`src/rtl/config_reg_bank.sv`:
```
// Bank of multi-byte configuration registers loaded over the GPIO write bus.
// Bytes shift into per-register shadows; a commit command moves pending shadows to the outputs at once.
module config_reg_bank #(
  parameter int WORD_WIDTH = 8,
  parameter int NUM_WORDS  = 4,
  parameter int ADDR_WIDTH = 16,
  parameter int NUM_REGS   = 4,
  parameter int BASE_ADDR  = 0,
  parameter logic [WORD_WIDTH*NUM_WORDS-1:0] RESET_VALUE = '0
) (
  input  logic                                  i_clk,
  input  logic                                  i_rst_n,
  input  logic [31:0]                           i_gpio_in,
  output logic [NUM_REGS*WORD_WIDTH*NUM_WORDS-1:0] o_reg_out,
  output logic [NUM_REGS-1:0]                   o_reg_update,
  output logic [NUM_REGS-1:0]                   o_pending,
  output logic [NUM_REGS-1:0]                   o_err_partial
);

  localparam int REG_W = WORD_WIDTH * NUM_WORDS;
  localparam int CNT_W = $clog2(NUM_WORDS + 1);
  localparam logic [CNT_W-1:0]      CNT_FULL = CNT_W'(NUM_WORDS);
  localparam logic [ADDR_WIDTH-1:0] CMD_ADDR = ADDR_WIDTH'(BASE_ADDR + NUM_REGS);
  localparam logic [WORD_WIDTH-1:0] OP_COMMIT = WORD_WIDTH'(1);
  localparam logic [WORD_WIDTH-1:0] OP_ABORT  = WORD_WIDTH'(2);

  logic                  r_s1, r_s2, r_s3;
  logic                  w_event;
  logic [ADDR_WIDTH-1:0] w_addr;
  logic [WORD_WIDTH-1:0] w_data;
  logic                  w_commit;
  logic                  w_abort;
  logic                  w_unused;

  // Sync flops reset high so a strobe held through reset release is not seen as an edge.
  always_ff @(posedge i_clk or negedge i_rst_n) begin
    if (!i_rst_n) begin
      r_s1 <= 1'b1;
      r_s2 <= 1'b1;
      r_s3 <= 1'b1;
    end else begin
      r_s1 <= i_gpio_in[24];
      r_s2 <= r_s1;
      r_s3 <= r_s2;
    end
  end

  assign w_event  = r_s2 & ~r_s3;
  assign w_addr   = i_gpio_in[ADDR_WIDTH-1:0];
  assign w_data   = i_gpio_in[16 +: WORD_WIDTH];
  assign w_commit = w_event && (w_addr == CMD_ADDR) && (w_data == OP_COMMIT);
  assign w_abort  = w_event && (w_addr == CMD_ADDR) && (w_data == OP_ABORT);
  assign w_unused = &{1'b0, i_gpio_in[31:25]};

  genvar gi;
  generate
    for (gi = 0; gi < NUM_REGS; gi++) begin : g_reg
      localparam logic [ADDR_WIDTH-1:0] REG_ADDR = ADDR_WIDTH'(BASE_ADDR + gi);

      logic [REG_W-1:0] r_shadow;
      logic [REG_W-1:0] r_out;
      logic [CNT_W-1:0] r_cnt;
      logic             r_pending;
      logic             r_err;
      logic             r_update;
      logic [REG_W-1:0] w_shift;
      logic             w_write;

      if (NUM_WORDS > 1) begin : g_shift
        assign w_shift = {r_shadow[REG_W-WORD_WIDTH-1:0], w_data};
      end else begin : g_load
        assign w_shift = w_data;
      end

      assign w_write = w_event && (w_addr == REG_ADDR);

      always_ff @(posedge i_clk or negedge i_rst_n) begin
        if (!i_rst_n) begin
          r_shadow  <= RESET_VALUE;
          r_out     <= RESET_VALUE;
          r_cnt     <= '0;
          r_pending <= 1'b0;
          r_err     <= 1'b0;
          r_update  <= 1'b0;
        end else begin
          r_update <= 1'b0;
          if (w_write) begin
            r_shadow  <= w_shift;
            r_pending <= 1'b1;
            if (r_cnt != CNT_FULL) begin
              r_cnt <= r_cnt + CNT_W'(1);
            end
          end else if (w_commit && r_pending) begin
            r_out     <= r_shadow;
            r_update  <= 1'b1;
            r_err     <= r_err | (r_cnt != CNT_FULL);
            r_pending <= 1'b0;
            r_cnt     <= '0;
          end else if (w_abort) begin
            r_shadow  <= r_out;
            r_pending <= 1'b0;
            r_cnt     <= '0;
            r_err     <= 1'b0;
          end
        end
      end

      assign o_reg_out[gi*REG_W +: REG_W] = r_out;
      assign o_reg_update[gi]             = r_update;
      assign o_pending[gi]                = r_pending;
      assign o_err_partial[gi]            = r_err;
    end
  endgenerate

endmodule

```
`config.mk`:
```
export PLATFORM = sky130hd
export DESIGN_NAME = config_reg_bank
export DESIGN_NICKNAME = d
export VERILOG_FILES = /design/src/rtl/config_reg_bank.sv
export SDC_FILE = /design/constraint.sdc
export NUM_CORES = 1
export LEC_CHECK = 0
export CAP_MARGIN = 15
export CORE_ASPECT_RATIO = 2
export CORE_MARGIN = 1
export CORE_UTILIZATION = 55
export CTS_CLUSTER_DIAMETER = 200
export DETAILED_ROUTE_END_ITERATION = 10
export PLACE_DENSITY = 0.89
export SYNTH_ARGS = -nofsm -noshare
export SYNTH_HDL_FRONTEND = slang
export SYNTH_SLANG_ARGS = --single-unit
```
`constraint.sdc`:
```
create_clock -name i_clk -period 2.6 [get_ports i_clk]
set_input_delay 0.52 -clock i_clk [delete_from_list [all_inputs] [get_ports i_clk]]
set_output_delay 0.52 -clock i_clk [all_outputs]
set_load 0.05 [all_outputs]
```
Word level (Yosys, flattened, before mapping)
Index checks and enable logic that the tools add are counted.
{"block": "word_totals", "elab_cells": 145, "inputBits": 34, "reg_bits": 283}
{"block": "op_classes", "muxes": 46, "n_bitwise": 10, "n_addsub": 4, "n_reduce_logical": 40, "eq_ne": 18}
{"op": "32-bit two-way mux", "count": 12}
{"op": "3-bit two-way mux", "count": 13}
{"op": "16-bit by 2-bit == test with 1-bit output, second input constant", "count": 2}
{"op": "2-bit AND reduction", "count": 16}
{"op": "1-bit two-way mux", "count": 21}
{"op": "16-bit by 1-bit == test with 1-bit output, second input constant", "count": 1}
{"op": "16-bit by 3-bit == test with 1-bit output, second input constant", "count": 1}
{"op": "16-bit logical NOT", "count": 1}
{"op": "2-bit nonzero test", "count": 8}
{"op": "3-bit by 1-bit adder with 3-bit output, second input constant", "count": 4}
{"op": "3-bit inequality test, second input constant", "count": 4}
{"op": "3-bit nonzero test", "count": 4}
{"op": "1-bit logical AND", "count": 11}
{"op": "8-bit by 1-bit == test with 1-bit output, second input constant", "count": 1}
{"op": "8-bit by 2-bit == test with 1-bit output, second input constant", "count": 1}
{"op": "2-bit by 1-bit inequality test with 1-bit output, second input constant", "count": 4}
{"op": "2-bit inequality test, second input constant", "count": 4}
{"op": "1-bit inverter", "count": 5}
{"op": "1-bit bitwise OR", "count": 4}
{"op": "1-bit bitwise AND", "count": 1}

Logic depth before layout (Yosys ltp)
Gate-level depths: netlist of the first run.
{"block": "logic_depth", "word_depth": 7, "depth_mapped": 7, "mapped_depth_nobuf": 6}

Worst setup path before layout of the first run
Ideal clock, no wire load.
{"block": "synth_path", "kind": "in2reg", "from": "input i_gpio_in[23]", "to": "register g_reg[2].r_out[10]", "arrival_ns": 2.148, "t_required_ns": 2.475, "setup_slack_ns": 0.327, "setup_ns": 0.125, "path_stages": 5, "path_cell_list": "or3_1 -> buf_1 -> nor4_4 -> buf_6 -> mux2_2"}
{"block": "synth_between", "elab_chain_len": 4}
{"element": "start: declaration", "line_no": "13", "text": "input logic [31:0] i_gpio_in,"}
{"element": "8-bit by 1-bit == test with 1-bit output", "line_no": "51", "text": "assign w_commit = w_event && (w_addr == CMD_ADDR) && (w_data == OP_COMMIT);"}
{"element": "1-bit logical AND", "line_no": "51"}
{"element": "1-bit logical AND", "line_no": "93", "text": "end else if (w_commit && r_pending) begin"}
{"element": "2-bit AND reduction (no source line)"}
{"element": "end signal: assignment", "line_no": "94", "text": "r_out <= r_shadow;"}
{"element": "end: declaration", "line_no": "61", "text": "logic [REG_W-1:0] r_out;"}
No other way between the ends.
A chain may end at the register's enable or synchronous reset.

Final worst setup path of the first run
{"block": "layout_path", "from": "input i_gpio_in[4]", "to": "register g_reg[3].r_out[6]"}
{"block": "layout_between", "elab_chain_len": 5}
{"element": "16-bit by 3-bit == test with 1-bit output", "line_no": "51"}
{"element": "1-bit logical AND (2 in a row)", "line_no": "51"}
{"element": "1-bit logical AND", "line_no": "93"}
{"element": "2-bit AND reduction (no source line) *"}
{"element": "end signal: assignment", "line_no": "94"}
{"element": "end: declaration", "line_no": "61"}
Mark *: on every way between the ends. The rest lies on a longest branch, timed or not.

==> impl_metrics.tcl, run 1 <==
set metrics [dict create \
    fillCellCount 1489 \
    power_per_cell_area_nw_per_um2 540 \
    die_width_um 108 \
    synthXorXnorAreaFrac_pct 0 \
    synth_top_family_by_area "multiplexers" \
    finalHoldViolations 0 \
    grt_first_pass_wirelength_um 46800 \
    cts_tree "yes" \
    fraction_of_the_mapped_netlist_area_in_compound_gates_pct 6.04 \
    critPathCaptureType "flop" \
    hpwl_um 19700 \
    count_of_max_cap_constraint_violations 0 \
    run_status "finished, final reports clean" \
    cp_max_fo 29 \
    grt_setup_unrepaired "no" \
    fmax_mhz 406 \
    ys_seq_area_share_pct 57.2 \
    routed_via_density 5.63 \
    syn-mean-instance-area_um2 11.7 \
    final_util_pct 70.5 \
    finalWorstPathRequiredPeriod_ps 2460 \
    synth_cell_types 44 \
    groute.usage.overall_pct 25.9 \
    yosys-mux-area-fraction_pct 19.3 \
    start_util_pct 56.2 \
    ir_worst_vdd_mv 0.533 \
    synthesis.nets 1100 \
    row_count 77 \
    synthesis.area_um2 12400 \
    multi_input_area_um2 4780 \
    grt_overflow_total 0 \
    timing.setup.critical_path_class "primary input to flop" \
    min_period_over_period_pct 94.8 \
    gp_congestion 0.800 \
    clkSlewWorstSetupHoldPaths_ps 60 \
    final_layout_size_suffix_gt1_share_pct 17.2 \
    grt_max_degree 70 \
    cts_root_buffer "clkbuf_16" \
    remaining_drc_errors 0 \
    grt_antenna_before_repair 0 \
    postSynth.topFlopCell "dfrtp_1" \
    numCtsBuffers 24 \
    finish.net_count 1295 \
    post_synth_and_or_nand_nor_area_fraction_pct 12.2 \
    floorplan.io_pins 174 \
    synth_cells 1058 \
    syn_to_final_growth_pct 25.5 \
    final_hold_slack_ps 358 \
    routed_wirelength_um 28900 \
    place_worst_setup_slack_ps -340 \
    cts.repair.resized 0 \
    synth_edf_count 0 \
    cp-start-kind "primary input" \
    first_pass_iters 5 \
    combined_flip_flop_and_latch_cell_area_um2 7090 \
    antenna_violating_nets_post_route 0 \
    yosys_warnings 0 \
    cp_data_arrival_time_ps 2870 \
    vias_in_the_first_global_route 8940 \
    final.setup_skew_ps 18.7 \
    wl_per_cell_um 18.7 \
    worst_skew_pair.late_latency_ps 530 \
    area_share_of_fa_ha_maj_cells_after_synthesis_pct 0.808 \
    placed_cells_incl_taps 1502 \
    clock_net_sink_count 283 \
    clock_tree.htree_level_count 1 \
    ys_async_sr_fraction_pct 100 \
    layout_setup_ws_ps 136 \
    finalSetupViolations 0 \
    tightest_slew_ps 607 \
    drtIter0Drc 392 \
    timing.critical_path.required_ps 3010 \
    port_buffers 166 \
    routed-via-count 8713 \
    core_area_um2 22100 \
    synth_seq_cells 283 \
    relSlewSlack_pct 59.4 \
    cts-root-to-sink-buffers 3 \
    fp.dieArea_um2 23200 \
    layoutNonFillerInstCount 1548 \
    power.static_leakage_nw 7.27 \
    timing.hold.worst.class "flop to flop" \
    die_height_um 214 \
    drv_slew 0 \
]
cell families after synthesis:
family	Yosys count
and+or+nand+nor	314
DFF	283
muxes	227
AOI/OAI and AO/OA	147
buffers and inverters	79
adders and majority gates	8
report_power, final:
| part | switching (W) | total (W) | internal [W] | leakage (nW) |
|---|---|---|---|---|
| clock network | 0.00160 | 0.00377 | 0.00217 | 0.410 |
| logic | 0.000144 | 0.000222 | 0.0000785 | 2.96 |
| registers | 0.00000254 | 0.00441 | 0.00441 | 3.90 |
| total | 0.00174 | 0.00840 | 0.00665 | 7.27 |
layout by cell type (no fill, tap or decap), types with 7 or more instances in the layout:
cell type        instances
clkbuf_16               25
ha_1                     8
mux2_2                  88
nor4_1                   8
inv_1                    8
mux2_1                  10
nor2_1                  72
a21oi_1                 74
clkbuf_8                 7
nand2_1                177
buf_4                   52
clkdlybuf4s50_1        165
nand3_1                  9
dfrtp_1                280
mux2i_1                129
o21ai_1                 56
o21ai_0                 13
buf_12                  21
cell usage after synthesis, drive strengths merged, types with 5 or more instances:
cell	count	share of area (%)
nand3	9	0.36
mux2	98	8.9
or4	6	0.36
inv	8	0.24
ha	8	0.81
buf	46	3.5
mux2i	129	10
clkbuf	25	0.76
dfrtp	280	57
a21oi	74	3.0
nand4	5	0.42
nor3	8	0.50
nor4	14	1.3
nand2	178	5.4
o21ai	69	2.8
nor2	72	2.2
metrics by stage:
stage | TNS (ps) | instance area (µm²) | total power, W
3_5_place_dp | -72560 | 14700 | 0.00472
6_report | 0 | 15600 | 0.00840
5_1_grt | 0 | 15600 | 0.00866
4_1_cts | 0 | 15600 | 0.00847
2_1_floorplan | 0 | 12400 | 0.00451
3_3_place_gp | -66450 | 14700 | 0.00471
worst max-delay path, stage by stage:
cell and delay [ps]:
clkdlybuf4s50_1 470, nor4_1 540, buf_4 210, nand4_2 100
buf_12 170, nor3_4 230, buf_12 230, mux2_2 350
registers in the layout (all words and copies together) (netlist names):
| signal | count |
|---|---|
| g.r_update | 4 |
| g.r_cnt | 12 |
| r_s2 | 1 |
| g.r_out | 128 |
| r_s3 | 1 |
| g.r_pending | 4 |
| g.r_shadow | 128 |
| g.r_err | 4 |
| r_s1 | 1 |
timing repair:
action                    4_1_cts  5_1_grt
hold buffers                    1        0
buffers inserted                0        0
hold endpoints to repair       64        0
final timing paths:
| path | startpoint | to | slack [ps] | cells after the start |
|---|---|---|---|---|
| worst max register to register | r_s2 | g_reg[0].r_cnt[1] | 250 | 8 |
| min in group asynchronous | i_rst_n | g_reg[3].r_out[20] | 540 | 2 |
| max in group asynchronous | i_rst_n | r_s2 | 1300 | 3 |
| worst min register to register | r_s1 | r_s2 | 360 | 0 |
| worst max-delay path | i_gpio_in[4] | g_reg[3].r_out[6] | 140 | 8 |
| worst min-delay path | r_s1 | r_s2 | 360 | 0 |
metal layers:
layer | GRT usage, % | wire [µm] | vias up
met1 | 31.0 | 10900 | 4360
met3 | 3.53 | 1150 | 80
met2 | 44.3 | 15300 | 229
met5 | 0 | 0 | -
li1 | - | - | 4044
met4 | 13.8 | 1550 | 0
cell type report:
cell class,count,share of cell area [%]
clock inverters,6,0.539
inverters,8,0.193
clock buffers,38,4.79
repair buffers,240,16.0
diodes,1,0.0161
flip-flops and latches,283,45.6
well taps,276,2.22
multi-input cells,696,30.7
(Power assumes the default switching activity.)
==> inputs of run 2 (changes only) <==
- REMOVE_ABC_BUFFERS: not set -> 1
- SLEW_MARGIN: not set -> 20
==> impl_metrics.tcl, run 2 (synthesized netlist as in run 1, its figures left out) <==
set metrics [dict create \
    run_status "finished, final reports clean" \
    finalHoldViolations 0 \
    timing.setup.critical_path_class "flop to flop" \
    remaining_drc_errors 0 \
    grt_max_degree 90 \
    worst_skew_pair.late_latency_ps 520 \
    drtIter0Drc 354 \
    routed_via_density 5.57 \
    critPathCaptureType "flop" \
    met2_usage_pct 43.6 \
    final_layout_size_suffix_gt1_share_pct 17.0 \
    grt_use_met1_pct 31.3 \
    tightest_slew_ps 610 \
    relSlewSlack_pct 59.2 \
    cts-root-to-sink-buffers 3 \
    final_hold_slack_ps 358 \
    clock_tree.htree_level_count 1 \
    routed_wirelength_um 27900 \
    count_of_max_cap_constraint_violations 0 \
    row_count 77 \
    r2r-start "r_s2" \
    routed-via-count 8596 \
    first_pass_iters 4 \
    largest_registers "g.r_out x128, g.r_shadow x128, g.r_cnt x12" \
    fp.dieArea_um2 23200 \
    hpwl_um 18800 \
    finalSetupViolations 0 \
    antenna_violating_nets_post_route 0 \
    die_width_um 108 \
    start_util_pct 56.2 \
    tns_ps 0 \
    clock_net_sink_count 283 \
    finish.net_count 1294 \
    crit_path_top_delay_cell "dfstp_2" \
    largest_delay_share_family_worst_path "simple AND/OR/NAND/NOR gates" \
    worst_case_register_to_register_setup_slack_ps 250 \
    groute.usage.overall_pct 25.2 \
    cts.repair.resized 0 \
    cts_hold_buf 1 \
    fmax_mhz 426 \
    numCtsBuffers 23 \
    core_area_um2 22100 \
    crit_startpoint "r_s2" \
    min_period_over_period_pct 90.4 \
    gp_congestion 0.785 \
    power_per_cell_area_nw_per_um2 527 \
    grt_setup_unrepaired "no" \
    timing.critical_path.slowest_cell_delay_ps 570 \
    cp-start-kind "flop" \
    grt_overflow_total 0 \
    global_route.peak_usage_layer "met2" \
    holdCritStartpoint "r_s1" \
    timing.hold.worst.class "flop to flop" \
    power.static_leakage_nw 7.24 \
    drv_slew 0 \
    cp_max_fo 15 \
    num_antenna_cells 0 \
    final_util_pct 70.4 \
    post_cts_setup_buffer_count 0 \
    ir_worst_vdd_mv 0.496 \
    grt_use_met3_pct 3.01 \
    finalWorstPathRequiredPeriod_ps 2350 \
    cts_root_buffer "clkbuf_16" \
    syn_to_final_growth_pct 25.3 \
    floorplan.io_pins 174 \
    vias_in_the_first_global_route 8979 \
    final_common_cell "dfrtp_1" \
    cp_data_arrival_time_ps 2750 \
    clkSlewWorstSetupHoldPaths_ps 80 \
    grt_first_pass_wirelength_um 46200 \
    critical_path.n_buffers_inverters 2 \
    die_height_um 214 \
    port_buffers 166 \
    wl_per_cell_um 18.1 \
    timing.critical_path.cells "nor4b_2 -> nand4_4 -> nor4_4 -> buf_4 -> buf_12 -> mux2i_1 -> o21ai_1" \
    timing.critical_path.required_ps 3000 \
    final.setup_skew_ps 10.3 \
    grt_antenna_before_repair 0 \
    cts_tree "yes" \
    mostFrequentLayoutCells "dfrtp_1, nand2_1, clkdlybuf4s50_1, mux2i_1, mux2_2" \
]
run 2: cell count changes in the layout (fill, tap and decap cells not counted), moves of 2 or more:
cell	change
clkbuf_8	-4
buf_12	+3
buf_4	-3
clkbuf_1	-2
clkbuf_16	-2
clkinv_2	+2
clkinvlp_4	+2
run 2: final timing paths:
check	depth (start not counted)	to
min in group asynchronous	2	g_reg[2].r_shadow[24]
worst min register to register	0	r_s2
worst min-delay path	0	r_s2
worst max register to register	7	g_reg[1].r_shadow[13]
max in group asynchronous	3	r_s3
worst max-delay path	7	g_reg[1].r_shadow[13]
run 2: worst reg2reg max path, delay by kind of cell (launching register included):
family | cells | cell delay [ps]
simple gates | 3 | 890
flops | 1 | 570
buf+inv | 2 | 430
mux | 1 | 240
compound gates | 1 | 100
run 2: per-stage QoR:
| step | cells | power (W) | worst slack [ps] | instance area, µm² |
|---|---|---|---|---|
| floorplan | 987 | 0.00451 | -5110 | 11900 |
| global placement | 1502 | 0.00471 | -207 | 14800 |
| detailed placement | 1502 | 0.00472 | -270 | 14800 |
| CTS | 1543 | 0.00827 | 241 | 15500 |
| global route | 1543 | 0.00843 | 120 | 15500 |
| finish | 1543 | 0.00819 | 250 | 15500 |
run 2: area by class of cell:
cell class                 count  area, µm²
sequential                   283       7090
fill                        1537       6540
multi-input combinational    696       4780
timing repair buffer         240       2520
clock buffer                  30        632
tap                          276        345
clock inverter                10        130
inverter                       8       30.0
run 2: per-layer routing:
metal	vias up	wire length, µm
met1	4328	11200
met5	-	0
met4	0	1090
li1	4025	-
met3	52	1040
met2	191	14600
run 2: power breakdown:
part | switching, W | internal [W]
Clock | 0.00155 | 0.00201
Combinational | 0.000142 | 0.0000768
Sequential | 0.00000282 | 0.00440
Total | 0.00169 | 0.00650
==> inputs of run 3 (changes only) <==
- CORE_ASPECT_RATIO: 2 -> 1.25
==> impl_metrics.tcl, run 3 (synthesized netlist as in run 1, its figures left out) <==
set metrics [dict create \
    grt_max_degree 71 \
    start_util_pct 55.8 \
    clockPowerShare_pct 46.6 \
    finalWorstPathRequiredPeriod_ps 2320 \
    timing.hold.worst.class "flop to flop" \
    final_layout_size_suffix_gt1_share_pct 16.7 \
    clock_tree.htree_level_count 1 \
    groute.usage.overall_pct 24.9 \
    routed-via-count 8724 \
    finalPower_w 0.00867 \
    routed_via_density 5.60 \
    fp.dieArea_um2 23100 \
    critPathCaptureType "flop" \
    largest_registers "g.r_out x128, g.r_shadow x128, g.r_cnt x12" \
    count_of_max_cap_constraint_violations 0 \
    tns_ps 0 \
    grt_first_pass_wirelength_um 45600 \
    min_period_over_period_pct 89.3 \
    cp_data_arrival_time_ps 2730 \
    pint_w 0.00688 \
    switching_share_pct 20.6 \
    cts.repair.resized 0 \
    clock_net_sink_count 283 \
    remaining_drc_errors 2 \
    routed_wirelength_um 28200 \
    netSwitchingPower_w 0.00179 \
    finalHoldViolations 0 \
    final_hold_slack_ps 358 \
    grt_setup_unrepaired "no" \
    cts-root-to-sink-buffers 3 \
    hpwl_um 18500 \
    die_height_um 170 \
    run_status "finished, violations left" \
    power_per_cell_area_nw_per_um2 556 \
    place_worst_setup_slack_ps -266 \
    floorplan.io_pins 174 \
    row_count 61 \
    port_buffers 166 \
    final_common_cell "dfrtp_1" \
    wl_per_cell_um 18.1 \
    power.static_leakage_nw 7.27 \
    timing.critical_path.required_ps 3010 \
    violations_in_the_final_reports "design-rule violations" \
    comb_power_share_pct 2.5 \
    cts_root_buffer "clkbuf_16" \
    worst_skew_pair.late_latency_ps 530 \
    numCtsBuffers 28 \
    die_width_um 136 \
    timing.setup.critical_path_class "flop to flop" \
    syn_to_final_growth_pct 25.9 \
    relSlewSlack_pct 60.2 \
    grt_antenna_before_repair 2 \
    cp_max_fo 23 \
    ir_worst_vdd_mv 0.498 \
    tightest_slew_ps 595 \
    gp_congestion 0.873 \
    cts_tree "yes" \
    core_area_um2 22200 \
    clkSlewWorstSetupHoldPaths_ps 60 \
    antenna_violating_nets_post_route 0 \
    finalSetupViolations 0 \
    vias_in_the_first_global_route 8960 \
    layout_setup_ws_ps 278 \
    cp-start-kind "flop" \
    mostFrequentLayoutCells "dfrtp_1, nand2_1, clkdlybuf4s50_1, mux2i_1, mux2_2" \
    grt_overflow_total 0 \
    first_pass_iters 7 \
    drv_slew 0 \
    drtIter0Drc 417 \
    final.setup_skew_ps 11.1 \
    power.share.sequential_pct 50.9 \
    finish.net_count 1293 \
    fmax_mhz 431 \
]
==> run 3: cell types whose count changed in the layout (fill, tap and decap cells not counted), moves of 3 or more <==
| cell | change |
|---|---|
| clkinv_2 | -3 |
| clkbuf_1 | +9 |
| buf_12 | -4 |
| clkbuf_16 | +6 |
==> run 3: routing by layer <==
layer,global-route usage (%),vias up,share of wire [%]
met5,0,-,0
met4,10.7,0,4.2
met3,3.96,63,4.5
met2,43.2,205,51
met1,30.6,4413,40
li1,-,4043,-
==> run 3: final cells by class <==
class | instances | area, µm²
antenna | 2 | 5.00
clock buffer | 47 | 843
clock inverter | 5 | 78.8
fill | 1511 | 6610
inverter | 8 | 30.0
multi-input combinational | 696 | 4780
sequential | 283 | 7090
tap | 283 | 354
timing repair buffer | 234 | 2430
==> run 3: final timing paths <==
check / from / end / slack, ps / depth (start not counted)
hold / removal: r_s1 / r_s2 / 360 / 0
setup reg to reg: r_s2 / g_reg[0].r_shadow[22] / 280 / 7
min in group asynchronous: i_rst_n / g_reg[2].r_shadow[29] / 550 / 2
setup / recovery: r_s2 / g_reg[0].r_shadow[22] / 280 / 7
hold reg to reg: r_s1 / r_s2 / 360 / 0
max in group asynchronous: i_rst_n / g_reg[1].r_out[15] / 1300 / 3
==> run 3: power by group through the flow <==
stage | logic (W) | clock network (W) | registers [W]
finish | 0.000221 | 0.00404 | 0.00441
global route | 0.000245 | 0.00429 | 0.00441
CTS | 0.000228 | 0.00410 | 0.00441
detailed placement | 0.000225 | 0 | 0.00449
global placement | 0.000221 | 0 | 0.00449
floorplan | 0.0000197 | 0 | 0.00449
==> run 3: per-stage QoR <==
stage	instances	util, %	area, µm²
4_1_cts	1556	70.2	15600
3_3_place_gp	1503	66.0	14700
5_1_grt	1557	70.2	15600
6_report	1558	70.2	15600
3_5_place_dp	1503	66.0	14700
2_1_floorplan	987	-	11900
==> run 3: timing repair <==
| item | CTS | global route |
|---|---|---|
| hold endpoints to repair | 63 | 0 |
| hold buffers | 1 | 0 |
| buffers inserted | 0 | 0 |
==> run 3: worst max-delay path, cell delays in order (launching register included) <==
cell     delay, ps
dfstp_2        560
nor4b_2        290
nand4_4        180
nor4_4         350
buf_4          250
buf_12         230
mux2i_1        240
a21oi_1         90
